--- src/rtl/misapp_pkg.sv ---
// Shared definitions for the pedal-misapplication decision path:
// expression class codes, persistence FSM states and default timing values.
package misapp_pkg;

    // Expression class codes produced by the vision front end
    localparam logic [7:0] EXP_NEUTRAL   = 8'd0;
    localparam logic [7:0] EXP_HAPPY     = 8'd1;
    localparam logic [7:0] EXP_SAD       = 8'd2;
    localparam logic [7:0] EXP_ANGRY     = 8'd3;
    localparam logic [7:0] EXP_SURPRISED = 8'd4;
    localparam logic [7:0] EXP_FEARFUL   = 8'd5;
    localparam logic [7:0] EXP_DISGUSTED = 8'd6;
    localparam logic [7:0] EXP_CONTEMPT  = 8'd7;

    // Default debounce and staleness settings
    localparam int unsigned DEF_ASSERT_CNT  = 3;
    localparam int unsigned DEF_RELEASE_CNT = 2;
    localparam int unsigned DEF_TIMEOUT_CYC = 1000000;

    // Persistence FSM states
    typedef enum logic [1:0] {
        IDLE     = 2'd0,
        CONFIRM  = 2'd1,
        ASSERTED = 2'd2,
        RELEASE  = 2'd3
    } state_e;

endpackage

--- src/rtl/sat_counter.sv ---
// Saturating up-counter with synchronous clear (clear wins over increment).
module sat_counter #(
    parameter int unsigned W   = 4,
    parameter int unsigned MAX = 15
) (
    input  logic         clk,
    input  logic         rst_n,
    input  logic         i_clr,
    input  logic         i_inc,
    output logic [W-1:0] o_count
);

    localparam logic [W-1:0] LP_MAX = W'(MAX);

    logic [W-1:0] r_count;

    // Count up on request, hold at MAX, clear on request or reset
    always_ff @(posedge clk or negedge rst_n) begin
        if (!rst_n) begin
            r_count <= '0;
        end else if (i_clr) begin
            r_count <= '0;
        end else if (i_inc && (r_count < LP_MAX)) begin
            r_count <= r_count + W'(1);
        end
    end

    assign o_count = r_count;

endmodule

--- src/rtl/expression_persistence_monitor.sv ---
// Debounced expression-match flag with stale-stream detection.
// The flag asserts after ASSERT_CNT consecutive matching frames, releases
// after RELEASE_CNT consecutive misses, and is dropped when no frame arrives
// for TIMEOUT_CYC cycles.
module expression_persistence_monitor
    import misapp_pkg::*;
#(
    parameter int unsigned CODE_W      = 8,
    parameter int unsigned NUM_CODES   = 8,
    parameter int unsigned ASSERT_CNT  = DEF_ASSERT_CNT,
    parameter int unsigned RELEASE_CNT = DEF_RELEASE_CNT,
    parameter int unsigned TIMEOUT_CYC = DEF_TIMEOUT_CYC
) (
    input  logic                              clk,
    input  logic                              rst_n,
    input  logic                              expr_valid,
    input  logic [CODE_W-1:0]                 expr_code,
    input  logic [NUM_CODES-1:0]              target_mask,
    input  logic                              clear,
    output logic                              expression_flag,
    output logic                              flag_rise,
    output logic                              stale,
    output logic [$clog2(ASSERT_CNT+1)-1:0]   hit_count
);

    localparam int unsigned HW   = $clog2(ASSERT_CNT + 1);
    localparam int unsigned MW   = $clog2(RELEASE_CNT + 1);
    localparam int unsigned TW   = $clog2(TIMEOUT_CYC + 1);
    localparam int unsigned IDXW = (NUM_CODES > 1) ? $clog2(NUM_CODES) : 1;

    localparam logic [CODE_W:0] LP_NUM_CODES = (CODE_W + 1)'(NUM_CODES);
    localparam logic [HW-1:0]   LP_HIT_LAST  = HW'(ASSERT_CNT - 1);
    localparam logic [MW-1:0]   LP_MISS_LAST = MW'(RELEASE_CNT - 1);
    localparam logic [TW-1:0]   LP_TO_LAST   = TW'(TIMEOUT_CYC - 1);

    state_e         r_state;
    state_e         w_state_nxt;
    logic           r_flag;
    logic           r_rise;
    logic           r_stale;

    logic [HW-1:0]  w_hit_cnt;
    logic [MW-1:0]  w_miss_cnt;
    logic [TW-1:0]  w_to_cnt;

    logic           w_in_range;
    logic [IDXW-1:0] w_code_idx;
    logic           w_match;
    logic           w_miss;
    logic           w_timeout;
    logic           w_flag_nxt;

    logic           w_hit_clr,  w_hit_inc;
    logic           w_miss_clr, w_miss_inc;
    logic           w_to_clr,   w_to_inc;

    assign w_in_range = ({1'b0, expr_code} < LP_NUM_CODES);
    assign w_code_idx = expr_code[IDXW-1:0];
    assign w_match    = expr_valid && w_in_range && target_mask[w_code_idx];
    assign w_miss     = expr_valid && !w_match;
    // Fires once, on the edge where the idle-cycle count reaches TIMEOUT_CYC
    assign w_timeout  = !expr_valid && (w_to_cnt == LP_TO_LAST);
    assign w_flag_nxt = (w_state_nxt == ASSERTED) || (w_state_nxt == RELEASE);

    // Next state and counter controls, prioritised clear > timeout > frame
    always_comb begin
        w_state_nxt = r_state;
        w_hit_clr   = 1'b0;
        w_hit_inc   = 1'b0;
        w_miss_clr  = 1'b0;
        w_miss_inc  = 1'b0;
        w_to_clr    = 1'b0;
        w_to_inc    = 1'b0;

        if (clear) begin
            w_state_nxt = IDLE;
            w_hit_clr   = 1'b1;
            w_miss_clr  = 1'b1;
            w_to_clr    = 1'b1;
        end else if (w_timeout) begin
            w_state_nxt = IDLE;
            w_hit_clr   = 1'b1;
            w_miss_clr  = 1'b1;
            w_to_inc    = 1'b1;
        end else begin
            w_to_clr = expr_valid;
            w_to_inc = !expr_valid;
            case (r_state)
                IDLE: begin
                    if (w_match) begin
                        w_hit_inc   = 1'b1;
                        w_state_nxt = (ASSERT_CNT == 1) ? ASSERTED : CONFIRM;
                    end
                end
                CONFIRM: begin
                    if (w_match) begin
                        w_hit_inc = 1'b1;
                        if (w_hit_cnt == LP_HIT_LAST) begin
                            w_state_nxt = ASSERTED;
                        end
                    end else if (w_miss) begin
                        w_hit_clr   = 1'b1;
                        w_state_nxt = IDLE;
                    end
                end
                ASSERTED: begin
                    if (w_match) begin
                        w_hit_inc  = 1'b1;
                        w_miss_clr = 1'b1;
                    end else if (w_miss) begin
                        if (RELEASE_CNT == 1) begin
                            w_hit_clr   = 1'b1;
                            w_miss_clr  = 1'b1;
                            w_state_nxt = IDLE;
                        end else begin
                            w_miss_inc  = 1'b1;
                            w_state_nxt = RELEASE;
                        end
                    end
                end
                RELEASE: begin
                    if (w_match) begin
                        w_miss_clr  = 1'b1;
                        w_state_nxt = ASSERTED;
                    end else if (w_miss) begin
                        if (w_miss_cnt == LP_MISS_LAST) begin
                            w_hit_clr   = 1'b1;
                            w_miss_clr  = 1'b1;
                            w_state_nxt = IDLE;
                        end else begin
                            w_miss_inc = 1'b1;
                        end
                    end
                end
                default: w_state_nxt = IDLE;
            endcase
        end
    end

    // State register with registered flag, rise pulse and stale indication
    always_ff @(posedge clk or negedge rst_n) begin
        if (!rst_n) begin
            r_state <= IDLE;
            r_flag  <= 1'b0;
            r_rise  <= 1'b0;
            r_stale <= 1'b0;
        end else begin
            r_state <= w_state_nxt;
            r_flag  <= w_flag_nxt;
            r_rise  <= w_flag_nxt && !r_flag;
            if (clear) begin
                r_stale <= 1'b0;
            end else if (w_timeout) begin
                r_stale <= 1'b1;
            end else if (expr_valid) begin
                r_stale <= 1'b0;
            end
        end
    end

    sat_counter #(.W(HW), .MAX(ASSERT_CNT)) u_hit_cnt (
        .clk     (clk),
        .rst_n   (rst_n),
        .i_clr   (w_hit_clr),
        .i_inc   (w_hit_inc),
        .o_count (w_hit_cnt)
    );

    sat_counter #(.W(MW), .MAX(RELEASE_CNT)) u_miss_cnt (
        .clk     (clk),
        .rst_n   (rst_n),
        .i_clr   (w_miss_clr),
        .i_inc   (w_miss_inc),
        .o_count (w_miss_cnt)
    );

    sat_counter #(.W(TW), .MAX(TIMEOUT_CYC)) u_to_cnt (
        .clk     (clk),
        .rst_n   (rst_n),
        .i_clr   (w_to_clr),
        .i_inc   (w_to_inc),
        .o_count (w_to_cnt)
    );

    assign expression_flag = r_flag;
    assign flag_rise       = r_rise;
    assign stale           = r_stale;
    assign hit_count       = w_hit_cnt;

endmodule

--- config.mk ---
export PLATFORM = sky130hd
export DESIGN_NAME = expression_persistence_monitor
export DESIGN_NICKNAME = d
export VERILOG_FILES = /design/src/rtl/misapp_pkg.sv /design/src/rtl/sat_counter.sv /design/src/rtl/expression_persistence_monitor.sv
export SDC_FILE = /design/constraint.sdc
export NUM_CORES = 1
export LEC_CHECK = 0
export ABC_AREA = 1
export CELL_PAD_IN_SITES_DETAIL_PLACEMENT = 1
export CELL_PAD_IN_SITES_GLOBAL_PLACEMENT = 2
export CORE_MARGIN = 4
export CORE_UTILIZATION = 25
export CTS_CLUSTER_DIAMETER = 30
export DETAILED_ROUTE_END_ITERATION = 6
export DONT_BUFFER_PORTS = 1
export MAX_ROUTING_LAYER = met4
export PLACE_DENSITY_LB_ADDON = 0.1
export SETUP_SLACK_MARGIN = 0.2
export SYNTH_ARGS = -nofsm -noshare
export SYNTH_HDL_FRONTEND = slang
export SYNTH_HIERARCHICAL = 1
export SYNTH_SLANG_ARGS = --single-unit
--- constraint.sdc ---
create_clock -name clk -period 1.8 [get_ports clk]
set_clock_uncertainty 0.15 [all_clocks]
set_input_delay 0.09 -clock clk [delete_from_list [all_inputs] [get_ports clk]]
set_output_delay 0.09 -clock clk [all_outputs]
set_load 0.005 [all_outputs]
Word-level counts from Yosys, hierarchy flattened
Index checks and enable logic that the tools add are counted.
{ "word_totals": {"regBits": 29, "latchBits": 0, "ram_bits": 0, "rom_bits": 0, "in_bits": 20, "output_inout_bits": 5, "word_cells": 90, "memories": 0} }
{ "classes": {"add_sub_neg": 3, "multipliers": 0, "div": 0, "magnitude_cmp": 5, "n_eq_ne": 8, "n_shift": 0, "n_mux": 49, "n_bitwise": 0, "reduce_logical": 18} }
{ "op_table": {"columns": ["cell", "count"], "rows": [
  ["2-to-1 mux 20 bit", 2],
  ["2-to-1 mux 2 bit", 15],
  ["2-to-1 mux 1 bit", 27],
  ["adder 20 x 1 -> 20 bit, second input constant", 1],
  ["== test 20 bit, second input constant", 1],
  ["less-than comparator 20 bit, second input constant", 1],
  ["== test 2 bit, second input constant", 5],
  ["logical AND 1 bit", 8],
  ["less-than comparator 8 x 4 -> 1 bit, second input constant", 1],
  ["case mux 2 bit (4 select lines)", 1],
  ["case mux 1 bit (2 select lines)", 3],
  ["nonzero test 2 bit", 3],
  ["adder 2 x 1 -> 2 bit, second input constant", 2],
  ["== test 2 x 1 -> 1 bit, second input constant", 2],
  ["less-than comparator 2 bit, second input constant", 2],
  ["less-than comparator 3 x 4 -> 1 bit, second input constant", 1],
  ["binary-select mux 1 bit (select 3 bit)", 1],
  ["logical NOT 1 bit", 3],
  ["nonzero test 3 bit", 1],
  ["OR reduction 3 bit", 1],
  ["logical NOT 2 bit", 1],
  ["logical OR 1 bit", 1]
]} }

Logic depth before layout (Yosys ltp)
Gate-level depths: netlist of run 1.
{ "depth": {"ltp_word": 13, "ltp_mapped": 15, "ltp_nobuf": 15} }

By module
Netlist of run 1, hierarchy kept.
{ "by_module_without_submodules": {"columns": ["module", "n_inst", "cells_each", "area_per_inst_um2", "seq_area_each_um2"], "rows": [
  ["sat_counter at u_to_cnt", 1, 211, 1425.1, 500.5],
  ["expression_persistence_monitor", 1, 83, 513.0, 125.1],
  ["sat_counter at u_hit_cnt", 1, 13, 106.4, 50.0],
  ["sat_counter at u_miss_cnt", 1, 10, 83.8, 50.0]
]} }

Worst setup path before layout of run 1
Ideal clock, no wire load.
{ "synth_path": {"path_type": "reg2reg", "start": "reg u_to_cnt.r_count[15] (netlist: u_to_cnt/o_count[15])", "end": "reg u_hit_cnt.r_count[1] (netlist: u_hit_cnt/o_count[1])", "setup_ps": 118, "arrival_ps": 1356, "t_required_ps": 1532, "slack_ps": 176, "path_stages_with_launch": 12, "path_buffers": 0, "synth_period_minus_slack_ps": 1624, "path_cell_list": "dfrtp_1 -> nand3b_1 -> nor2_1 -> nand3b_1 -> o21ai_1 -> inv_2 -> nand2_1 -> inv_1 -> o21ai_1 -> inv_1 -> nand4_1 -> nand2_1"} }
{ "synth_between": {"word_cells_on_any_way": 9, "classes_between": "eq/ne: 1; mux: 5; reduce/logical: 3"} }
{ "synth_lines": {"columns": ["item", "line", "source"], "rows": [
  ["start, declared", "sat_counter.sv:15", "logic [W-1:0] r_count;"],
  ["start signal, assigned", "sat_counter.sv:24", "r_count <= r_count + W'(1);"],
  ["== test 20 bit *", "expression_persistence_monitor.sv:62", "assign w_timeout = !expr_valid && (w_to_cnt == LP_TO_LAST);"],
  ["logical AND 1 bit *", "expression_persistence_monitor.sv:62", null],
  ["2-to-1 mux 1 bit *", "expression_persistence_monitor.sv:80", "end else if (w_timeout) begin"],
  ["2-to-1 mux 1 bit *", "expression_persistence_monitor.sv:75", "if (clear) begin"],
  ["named net w_hit_clr", "expression_persistence_monitor.sv:53", "logic w_hit_clr, w_hit_inc;"],
  ["2-to-1 mux 2 bit / nonzero test 2 bit (equally long branches)", null, null],
  ["end signal, assigned", "sat_counter.sv:24", null],
  ["end, declared", "sat_counter.sv:15", null]
]} }
Mark *: on every way through the listed nets, which the timed path passes. The rest lies on a longest branch.
A chain may end at the register's enable or synchronous reset.

Worst setup path in the final report of run 1
{ "layout_path": {"start": "reg u_to_cnt.r_count[10] (netlist: u_to_cnt/o_count[10])", "end": "reg u_to_cnt.r_count[18] (netlist: u_to_cnt/o_count[18])"} }
{ "layout_between": {"elab_chain_cells": 6, "word_cells_on_any_way": 12, "classes_between": "add/sub: 1; order compare: 1; eq/ne: 1; mux: 6; reduce/logical: 3"} }
{ "layout_lines": {"columns": ["item"], "rows": [
  ["branches (longest 6 deep; another with adder 20 x 1 -> 20 bit)"]
]} }
Parallel ways; which one is timed is not known. The select of a mux whose other input is x is not followed.

==> flow_metrics.tcl, run 1 <==
set metrics [dict create \
    grtUsageMet1_pct 19.6 \
    port_buffers 0 \
    grt_start_max_net_pins 30 \
    layout-drive-gt1-share_pct 38.3 \
    fp.coreArea_mm2 0.00826 \
    timing.fmax_ghz 0.534 \
    n_antenna_cell 0 \
    ys_ff_latch 29 \
    fin_ws_ns -0.0742 \
    placed_area_mm2 0.00247 \
    crit_family "simple AND/OR/NAND/NOR gates" \
    max_cap_violations 0 \
    crit_slowest_cell "dfrtp_1" \
    final_max_slew_viol_count 0 \
    cpPeakStageDelay_ns 0.41 \
    n_fill_cell 1028 \
    startpoint "u_to_cnt/o_count[10]$_DFFE_PN0P_" \
    grt_use_met2_pct 29.1 \
    clk_pin_slew_ns 0.08 \
    syn-instance-count 317 \
    violations "setup timing" \
    finalWirelength_um 7420 \
    ios 25 \
    grt_overflow_total 0 \
    powerDensity_mw_per_mm2 534 \
    cts_made_buffers 5 \
    wl_per_cell_um 15.2 \
    ant_nets 0 \
    syn-mean-instance-area_um2 6.71 \
    min_path_type "in -> reg" \
    fp.dieArea_mm2 0.0101 \
    fin_crit_ns 1.87 \
    r2r_slack_ns -0.07 \
    final_nets 405 \
    initialDrtViolationCount 85 \
    holdWs_ns 0.00906 \
    use_met3_pct 2.50 \
    worstSetupPathType "reg -> reg" \
    synthTopCellsByArea "dfrtp_1 (34%), nand2_1 (17%), nor2_1 (8.3%), nand3_1 (7.3%), inv_1 (5.3%)" \
    crit_fanout 4 \
    grt-busiest-layer "met2" \
    ctsLongestPathBuffers 2 \
    start_util_pct 25.8 \
    grt_pass1_vias 2481 \
    place.gp.congestion 0.815 \
    slew_headroom_pct 80.5 \
    crit_arrival_ns 1.90 \
    finalCritPeriodShare_pct 104 \
    final_util_pct 37.9 \
    vias 2293 \
    cp_cell_sequence "buf_4, buf_6, nor2_2, nand2_1, nor2_2, nor2_4, nor2_4, buf_12, nor2_4, buf_6, nand2_1, nand2_1" \
    antenna_found_initial 0 \
    synth_most_common_cell "nand2_1" \
    reg2regPathDepth 12 \
    rsz0062_at_grt "yes" \
    yosysTopAreaCell "dfrtp_1" \
    htreeDepth 2 \
    dp.final_hpwl_um 5240 \
    crit_end "u_to_cnt/o_count[18]$_DFFE_PN0P_" \
    crit_path_end_kind "register" \
    ir_drop_uv 228 \
    cts_root_buffer "clkbuf_8" \
    syn_area_mm2 0.00213 \
    ys_seq_area_share_pct 34.1 \
    r2r_start "u_to_cnt/o_count[10]$_DFFE_PN0P_" \
    num_rows 33 \
    p_leak_nw 1.39 \
    worst_setup_path_start_kind "register" \
    synth-async-reset-ratio_pct 100 \
    synth.distinct_cells 32 \
    hold_violations 0 \
    crit_buf_inv 4 \
    cts_tree "yes" \
    drcViolationCount 0 \
    ys.warnings.count 6 \
    ys.flop_type "dfrtp_1" \
    grt_pass1_wl_um 12500 \
    via_per_inst 4.69 \
    synth_edf_count 0 \
    firstDrtPassIters 4 \
    crit_cells 12 \
    finalInstanceArea_mm2 0.00313 \
    power.total_mw 1.67 \
    status "finished with violations" \
    track_usage_pct 16.2 \
    area_delta_synth_final_pct 46.9 \
    crit_required_ns 1.83 \
    setup_violations 11 \
    worstReg2RegEnd "u_to_cnt/o_count[18]$_DFFE_PN0P_" \
    clk_latency_ns 0.29 \
    synth_nets 339 \
    synth_common_cells "nand2_1 (99), nor2_1 (47), nand3_1 (31), inv_1 (30), dfrtp_1 (29)" \
    cts_num_sinks 29 \
    synth_top_area_share_pct 34.1 \
    die_x_um 100 \
    die_y_um 100 \
    worst_pin_slew_ns 0.292 \
]
worst min-delay path: stages:
cell	delay [ns]
nor3_4	0.03
nand3_4	0.12
nand2_1	0.07
nand2_2	0.07
a21oi_2	0.03
final cells by class:
type | instances | area (um^2) | area share [%]
Clock buffer | 5 | 68.8 | 2.20
Clock inverter | 3 | 65.1 | 2.08
Inverter | 36 | 135 | 4.32
Multi-Input combinational cell | 249 | 1450 | 46.5
Sequential cell | 29 | 727 | 23.2
Tap cell | 105 | 131 | 4.20
Timing Repair Buffer | 62 | 546 | 17.4
report_power, final:
part	total [mW]	leakage [nW]	switching, mW	internal (mW)
Combinational	0.162	0.919	0.0986	0.0635
Sequential	0.655	0.403	0.00220	0.652
Clock	0.853	0.0681	0.302	0.550
Total	1.67	1.39	0.403	1.27
what timing repair did:
action                                  4_1_cts  5_1_grt
gates cloned                                  2        1
gates resized for setup                      53       20
endpoints found under the setup margin       28       28
setup buffers                                21        3
hold endpoints to repair                     32        0
pin swaps                                    24       10
hold buffers                                  5        0
logic make-up after synthesis:
logic type,Yosys count,share of synthesized area [%]
xor gates and xnor gates,4,1.65
DFF,29,34.1
buffers and inverters,41,8.05
and+or+nand+nor,215,47.0
AOI/OAI and AO/OA,26,8.05
adders and majority gates,2,1.18
flip-flops by register name (all words and copies together) (netlist names):
register,count
u_to_cnt/o_count,20
stale,1
flag_rise,1
expression_flag,1
r_state,2
u_miss_cnt/o_count,2
u_hit_cnt/o_count,2
per-stage QoR:
| step | cells | worst slack (ns) | TNS [ns] |
|---|---|---|---|
| after floorplan | 317 | 0.205 | 0 |
| after global placement | 449 | -0.111 | -0.325 |
| after detailed placement | 449 | -0.114 | -0.305 |
| after CTS | 485 | -0.0238 | -0.0919 |
| after global routing | 489 | -0.149 | -2.32 |
| final | 489 | -0.0742 | -0.504 |
how the worst min path moves through the flow:
stage	endpoint	cells after the start	startpoint
final	r_state[0]$_DFF_PN0_	5	expr_code[3]
after detailed placement	flag_rise$_DFF_PN0_	0	rst_n
after global placement	u_miss_cnt/o_count[0]$_DFFE_PN0P_	0	rst_n
after CTS	r_state[0]$_DFF_PN0_	5	expr_code[3]
after floorplan	expression_flag$_DFF_PN0_	0	rst_n
after global routing	r_state[0]$_DFF_PN0_	5	expr_code[3]
metal layers:
metal	wire length [um]	vias to the layer above
li1	-	1151
met1	3250	1117
met2	3970	20
met3	161	5
met4	44	0
met5	0	-
cell usage in the layout (no fill, tap or decap), types with 2 or more instances in the layout:
cell            n
o21ai_2        14
nand3_1        26
nand3b_1        3
dfrtp_1        28
nand2_4         2
dlygate4sd3_1   4
buf_4          45
inv_2           7
a21oi_1         4
nand2_1        90
clkbuf_8        5
nand2_2        14
or2_2           3
nand3_2         5
buf_12          2
clkinv_1        2
o211ai_1        2
xor2_1          4
nand4_1        11
a21oi_2         2
inv_1          27
nor2_1         30
nor2_4         11
buf_6          10
bufinv_16       2
nand3_4         3
nor2_2         14
(Power assumes the default switching activity.)
==> run 2, diff against run 1 <==
--- a/config.mk
+++ b/config.mk
@@ -8,6 +8,7 @@
 export ABC_AREA = 1
 export CELL_PAD_IN_SITES_DETAIL_PLACEMENT = 1
 export CELL_PAD_IN_SITES_GLOBAL_PLACEMENT = 2
+export CORE_ASPECT_RATIO = 1.75
 export CORE_MARGIN = 4
 export CORE_UTILIZATION = 25
 export CTS_CLUSTER_DIAMETER = 30
==> run 2 against run 1 <==
Against the previous run: the flow now finishes without violations; clock power fell by 5.3%; utilization rose by 3.3 points; combinational power rose by 19%; critical path type unchanged; largest cell class unchanged.
==> flow_metrics.tcl, run 2 (synthesized netlist as in run 1, its figures left out) <==
set metrics [dict create \
    layout-drive-gt1-share_pct 46.2 \
    grt_start_max_net_pins 30 \
    n_fill_cell 1023 \
    layout_common_cells "nand2_1 (77), buf_4 (51), nor2_1 (30)" \
    crit_slowest_cell "dfrtp_1" \
    placed_cells 473 \
    cp_cell_sequence "buf_6, nor2_4, nand3_2, nor2_4, nor2_4, buf_6, nor2_4, clkbuf_16, o21ai_2" \
    initialDrtViolationCount 62 \
    ant_nets 0 \
    cpMostUsedCell "nor2_4" \
    num_rows 44 \
    final_nets 424 \
    die_x_um 77.7 \
    grt_pass1_wl_um 13100 \
    fp.dieArea_mm2 0.0101 \
    cts_made_buffers 5 \
    finalWirelength_um 8510 \
    track_usage_pct 17.7 \
    min_path_type "in -> reg" \
    firstDrtPassIters 4 \
    largest_reg_flops 20 \
    clk_pin_slew_ns 0.05 \
    status "finished, final reports clean" \
    port_buffers 0 \
    final_max_slew_viol_count 0 \
    p_leak_nw 1.53 \
    powerDensity_mw_per_mm2 484 \
    clk_latency_ns 0.28 \
    fp.coreArea_mm2 0.00831 \
    dp.final_hpwl_um 6080 \
    timing.fmax_ghz 0.573 \
    hold_violations 0 \
    slew_headroom_pct 83.0 \
    place.gp.congestion 0.803 \
    grt_overflow_total 0 \
    cpPeakStageDelay_ns 0.41 \
    ctsLongestPathBuffers 2 \
    area_delta_synth_final_pct 60.9 \
    crit_fanout 5 \
    tns_ns 0 \
    crit_path_end_kind "register" \
    finalCritPeriodShare_pct 97.0 \
    cts_root_buffer "clkbuf_16" \
    htreeDepth 2 \
    power.total_mw 1.66 \
    max_cap_violations 0 \
    drcViolationCount 0 \
    setup_violations 0 \
    ir_drop_uv 409 \
    crit_required_ns 1.82 \
    crit_arrival_ns 1.76 \
    vias 2404 \
    worst_setup_path_start_kind "register" \
    final_common_cell "nand2_1" \
    wl_per_cell_um 16.4 \
    rsz0062_at_grt "yes" \
    n_antenna_cell 0 \
    worst_pin_slew_ns 0.256 \
    cts_num_sinks 29 \
    via_per_inst 4.64 \
    ios 25 \
    start_util_pct 25.6 \
    die_y_um 130 \
    fin_crit_ns 1.75 \
    cts_tree "yes" \
    grt_pass1_vias 2579 \
    worstSetupPathType "reg -> reg" \
    antenna_found_initial 0 \
    instances_no_fill 518 \
]
## run 2: cell types whose count changed in the layout (fill, tap and decap cells not counted), sizes merged
cell         before  now
dlygate4sd3       4    2
clkbuf            5    7
bufinv            2    0
buf              58   78
clkinv            3    4
## run 2: routing by layer
layer | track usage, % | wire (um) | up-vias
met5 | - | 0 | -
met4 | 8.81 | 308 | 0
met3 | 2.76 | 201 | 16
met2 | 35.5 | 5230 | 34
met1 | 15.6 | 2770 | 1164
li1 | - | - | 1190
## run 2: power by group
group,internal [mW],switching [mW],leakage (nW)
Combinational,0.0805,0.111,1.06
Clock,0.507,0.301,0.0706
Sequential,0.654,0.00187,0.397
Total,1.24,0.414,1.53
## run 2: worst paths after layout
kind	cells after the start	to	slack (ns)	from
max	9	u_to_cnt/o_count[6]$_DFFE_PN0P_	0.05	u_to_cnt/o_count[12]$_DFFE_PN0P_
min	5	u_miss_cnt/o_count[1]$_DFFE_PN0P_	0.006	clear
max reg2reg	9	u_to_cnt/o_count[6]$_DFFE_PN0P_	0.05	u_to_cnt/o_count[12]$_DFFE_PN0P_
min reg2reg	1	flag_rise$_DFF_PN0_	0.31	expression_flag$_DFF_PN0_
max in group asynchronous	2	u_to_cnt/o_count[1]$_DFFE_PN0P_	1.16	rst_n
min in group asynchronous	2	u_to_cnt/o_count[4]$_DFFE_PN0P_	0.16	rst_n
## run 2: metrics by stage
stage	hold WS, ns	cell area, um^2	setup slack, ns	util [%]
global route	0.0201	3420	-0.0339	41.2
global placement	-0.355	2590	-0.0619	31.1
CTS	0.00514	3040	0.0580	36.5
finish	0.00630	3420	0.0546	41.2
detailed placement	-0.355	2590	-0.0881	31.1
floorplan	-0.356	2140	0.205	-
## run 2: timing repair
item | in CTS | in global routing
setup buffers | 15 | 16
endpoints found under the setup margin | 27 | 29
gates resized for setup | 34 | 72
endpoints found under the hold margin | 31 | 0
cloned | 2 | 1
pin swaps | 16 | 24
hold buffers | 3 | 0
## run 2: critical path: cells and delay by family, from the launching register on
| kind | cells | cell delay, ns |
|---|---|---|
| flops | 1 | 0.41 |
| simple gates | 5 | 0.59 |
| buf+inv | 3 | 0.44 |
| compound gates | 1 | 0.05 |
## run 2: layout make-up
type                    instances  area [um^2]  share of cell area [%]
well taps                     115          144                    4.20
flip-flops and latches         29          732                    21.4
repair buffers                 81          758                    22.1
clock buffers                   6          129                    3.76
inverters                      36          135                    3.95
multi-input cells             249         1520                    44.3
clock inverters                 2         10.0                   0.292
==> run 3, diff against run 2 <==
--- a/config.mk
+++ b/config.mk
@@ -11,6 +11,7 @@
 export CORE_ASPECT_RATIO = 1.75
 export CORE_MARGIN = 4
 export CORE_UTILIZATION = 25
+export CTS_BUF_LIST = sky130_fd_sc_hd__clkbuf_16
 export CTS_CLUSTER_DIAMETER = 30
 export DETAILED_ROUTE_END_ITERATION = 6
 export DONT_BUFFER_PORTS = 1
==> run 3 against run 2 <==
Against the previous run: sequential power about the same; count of clock-buffer cells in the layout shrank 1; critical path depth stayed put; worst hold slack is essentially flat; final area did not move; wire length rose by 0.11%; utilization did not move.
==> flow_metrics.tcl, run 3 (synthesized netlist as in run 1, its figures left out) <==
set metrics [dict create \
    status "finished, final reports clean" \
    num_rows 44 \
    final_common_cell "nand2_1" \
    area_delta_synth_final_pct 60.9 \
    reg2regPathDepth 9 \
    holdCritStartpoint "clear" \
    dp.final_hpwl_um 6080 \
    worstSetupPathType "reg -> reg" \
    r2r_start "u_to_cnt/o_count[12]$_DFFE_PN0P_" \
    timing.fmax_ghz 0.572 \
    grt_pass1_wl_um 13100 \
    slew_headroom_pct 83.1 \
    fp.dieArea_mm2 0.0101 \
    antenna_found_initial 0 \
    hold_depth 5 \
    ctsLongestPathBuffers 2 \
    worst_setup_path_start_kind "register" \
    crit_path_end_kind "register" \
    wl_per_cell_um 16.4 \
    die_x_um 77.7 \
    min_path_type "in -> reg" \
    track_usage_pct 17.7 \
    worstReg2RegEnd "u_to_cnt/o_count[6]$_DFFE_PN0P_" \
    n_antenna_cell 0 \
    die_y_um 130 \
    setup_violations 0 \
    largest_reg_flops 20 \
    place.gp.congestion 0.803 \
    grt_pass1_vias 2581 \
    switchingPower_uw 411 \
    start_util_pct 25.6 \
    swShare_pct 24.9 \
    p_leak_nw 1.54 \
    grt_overflow_total 0 \
    holdWs_ns 0.00638 \
    final_max_slew_viol_count 0 \
    layout_common_cells "nand2_1 (77), buf_4 (51), nor2_1 (30)" \
    ios 25 \
    rsz0062_at_grt "yes" \
    p_int_mw 1.24 \
    finalWirelength_um 8520 \
    clk_latency_ns 0.28 \
    final_nets 424 \
    multiInputGateArea_mm2 0.00152 \
    port_buffers 0 \
    crit_arrival_ns 1.76 \
    firstDrtPassIters 4 \
    cts_made_buffers 5 \
    max_cap_violations 0 \
    drcViolationCount 0 \
    cts_num_sinks 29 \
    clk_pin_slew_ns 0.05 \
    finalCritPeriodShare_pct 97.0 \
    powerDensity_mw_per_mm2 481 \
    worst_pin_slew_ns 0.254 \
    initialDrtViolationCount 57 \
    crit_fanout 5 \
    cts_root_buffer "clkbuf_16" \
    hold_violations 0 \
    fp.coreArea_mm2 0.00831 \
    min_to "u_miss_cnt/o_count[1]$_DFFE_PN0P_" \
    htreeDepth 2 \
    combPwrFrac_pct 11.7 \
    vias 2400 \
    grt_start_max_net_pins 30 \
    via_per_inst 4.63 \
    r2r_slack_ns 0.05 \
    ant_nets 0 \
    layout-drive-gt1-share_pct 46.2 \
    power_frac_seq_pct 39.8 \
    fin_crit_ns 1.75 \
    pwr-share-clk_pct 48.5 \
    n_fill_cell 1023 \
    crit_required_ns 1.82 \
    ff_latch_area_um2 732 \
    tns_ns 0 \
    cts_tree "yes" \
    ir_drop_uv 401 \
]
==> run 3: worst max-delay path by stage <==
stage	cells past startpoint	to	slack, ns	start
after global routing	12	u_hit_cnt/o_count[1]$_DFFE_PN0P_	-0.03	u_to_cnt/o_count[7]$_DFFE_PN0P_
after detailed placement	12	u_hit_cnt/o_count[1]$_DFFE_PN0P_	-0.09	u_to_cnt/o_count[7]$_DFFE_PN0P_
after floorplan	9	u_to_cnt/o_count[15]$_DFFE_PN0P_	0.21	u_to_cnt/o_count[10]$_DFFE_PN0P_
after CTS	12	u_hit_cnt/o_count[1]$_DFFE_PN0P_	0.06	u_to_cnt/o_count[6]$_DFFE_PN0P_
final	9	u_to_cnt/o_count[6]$_DFFE_PN0P_	0.05	u_to_cnt/o_count[12]$_DFFE_PN0P_
after global placement	12	u_hit_cnt/o_count[1]$_DFFE_PN0P_	-0.06	u_to_cnt/o_count[7]$_DFFE_PN0P_
==> run 3: metrics by stage <==
step	setup WS (ns)	std cells	instance area (um^2)	util (%)	power [mW]
after floorplan	0.205	317	2140	-	0.732
after global placement	-0.0619	473	2590	31.1	0.765
after detailed placement	-0.0881	473	2590	31.1	0.767
after CTS	0.0577	501	3040	36.5	1.65
after global routing	-0.0329	518	3420	41.2	1.72
final	0.0531	518	3420	41.2	1.65
==> run 3: timing repair <==
action,CTS,global route
hold buffers,3,0
gates resized for setup,34,72
buffers inserted,15,16
endpoints found under the setup margin,27,29
pin swaps,16,24
gates cloned,2,1
hold endpoints to repair,31,0
==> run 3: area by class of cell <==
cell class	instances	share of cell area [%]
tap	115	4.20
timing repair buffer	81	22.1
clock inverter	3	0.402
inverter	36	3.95
clock buffer	5	3.65
sequential	29	21.4
multi-input combinational	249	44.3
==> run 3: critical path, cell delays in order, from the launching register on <==
cell and delay (ns):
dfrtp_1 0.41, buf_6 0.13, nor2_4 0.10, nand3_2 0.10, nor2_4 0.16, nor2_4 0.07
buf_6 0.12, nor2_4 0.16, clkbuf_16 0.19, o21ai_2 0.05
==> run 3: metal layers <==
layer	part of all wire [%]	track usage [%]	up-vias
met4	3.6	8.81	0
met3	2.3	2.76	16
met1	32	15.5	1161
li1	-	-	1189
met2	62	35.6	34
met5	0	-	-
==> run 3: power by group through the flow <==
stage               Clock [mW]  Sequential, mW  Combinational, mW
floorplan                    0           0.667             0.0654
global placement             0           0.667             0.0985
detailed placement           0           0.667             0.0997
CTS                      0.832           0.656              0.167
global route             0.861           0.655              0.207
finish                   0.798           0.656              0.192
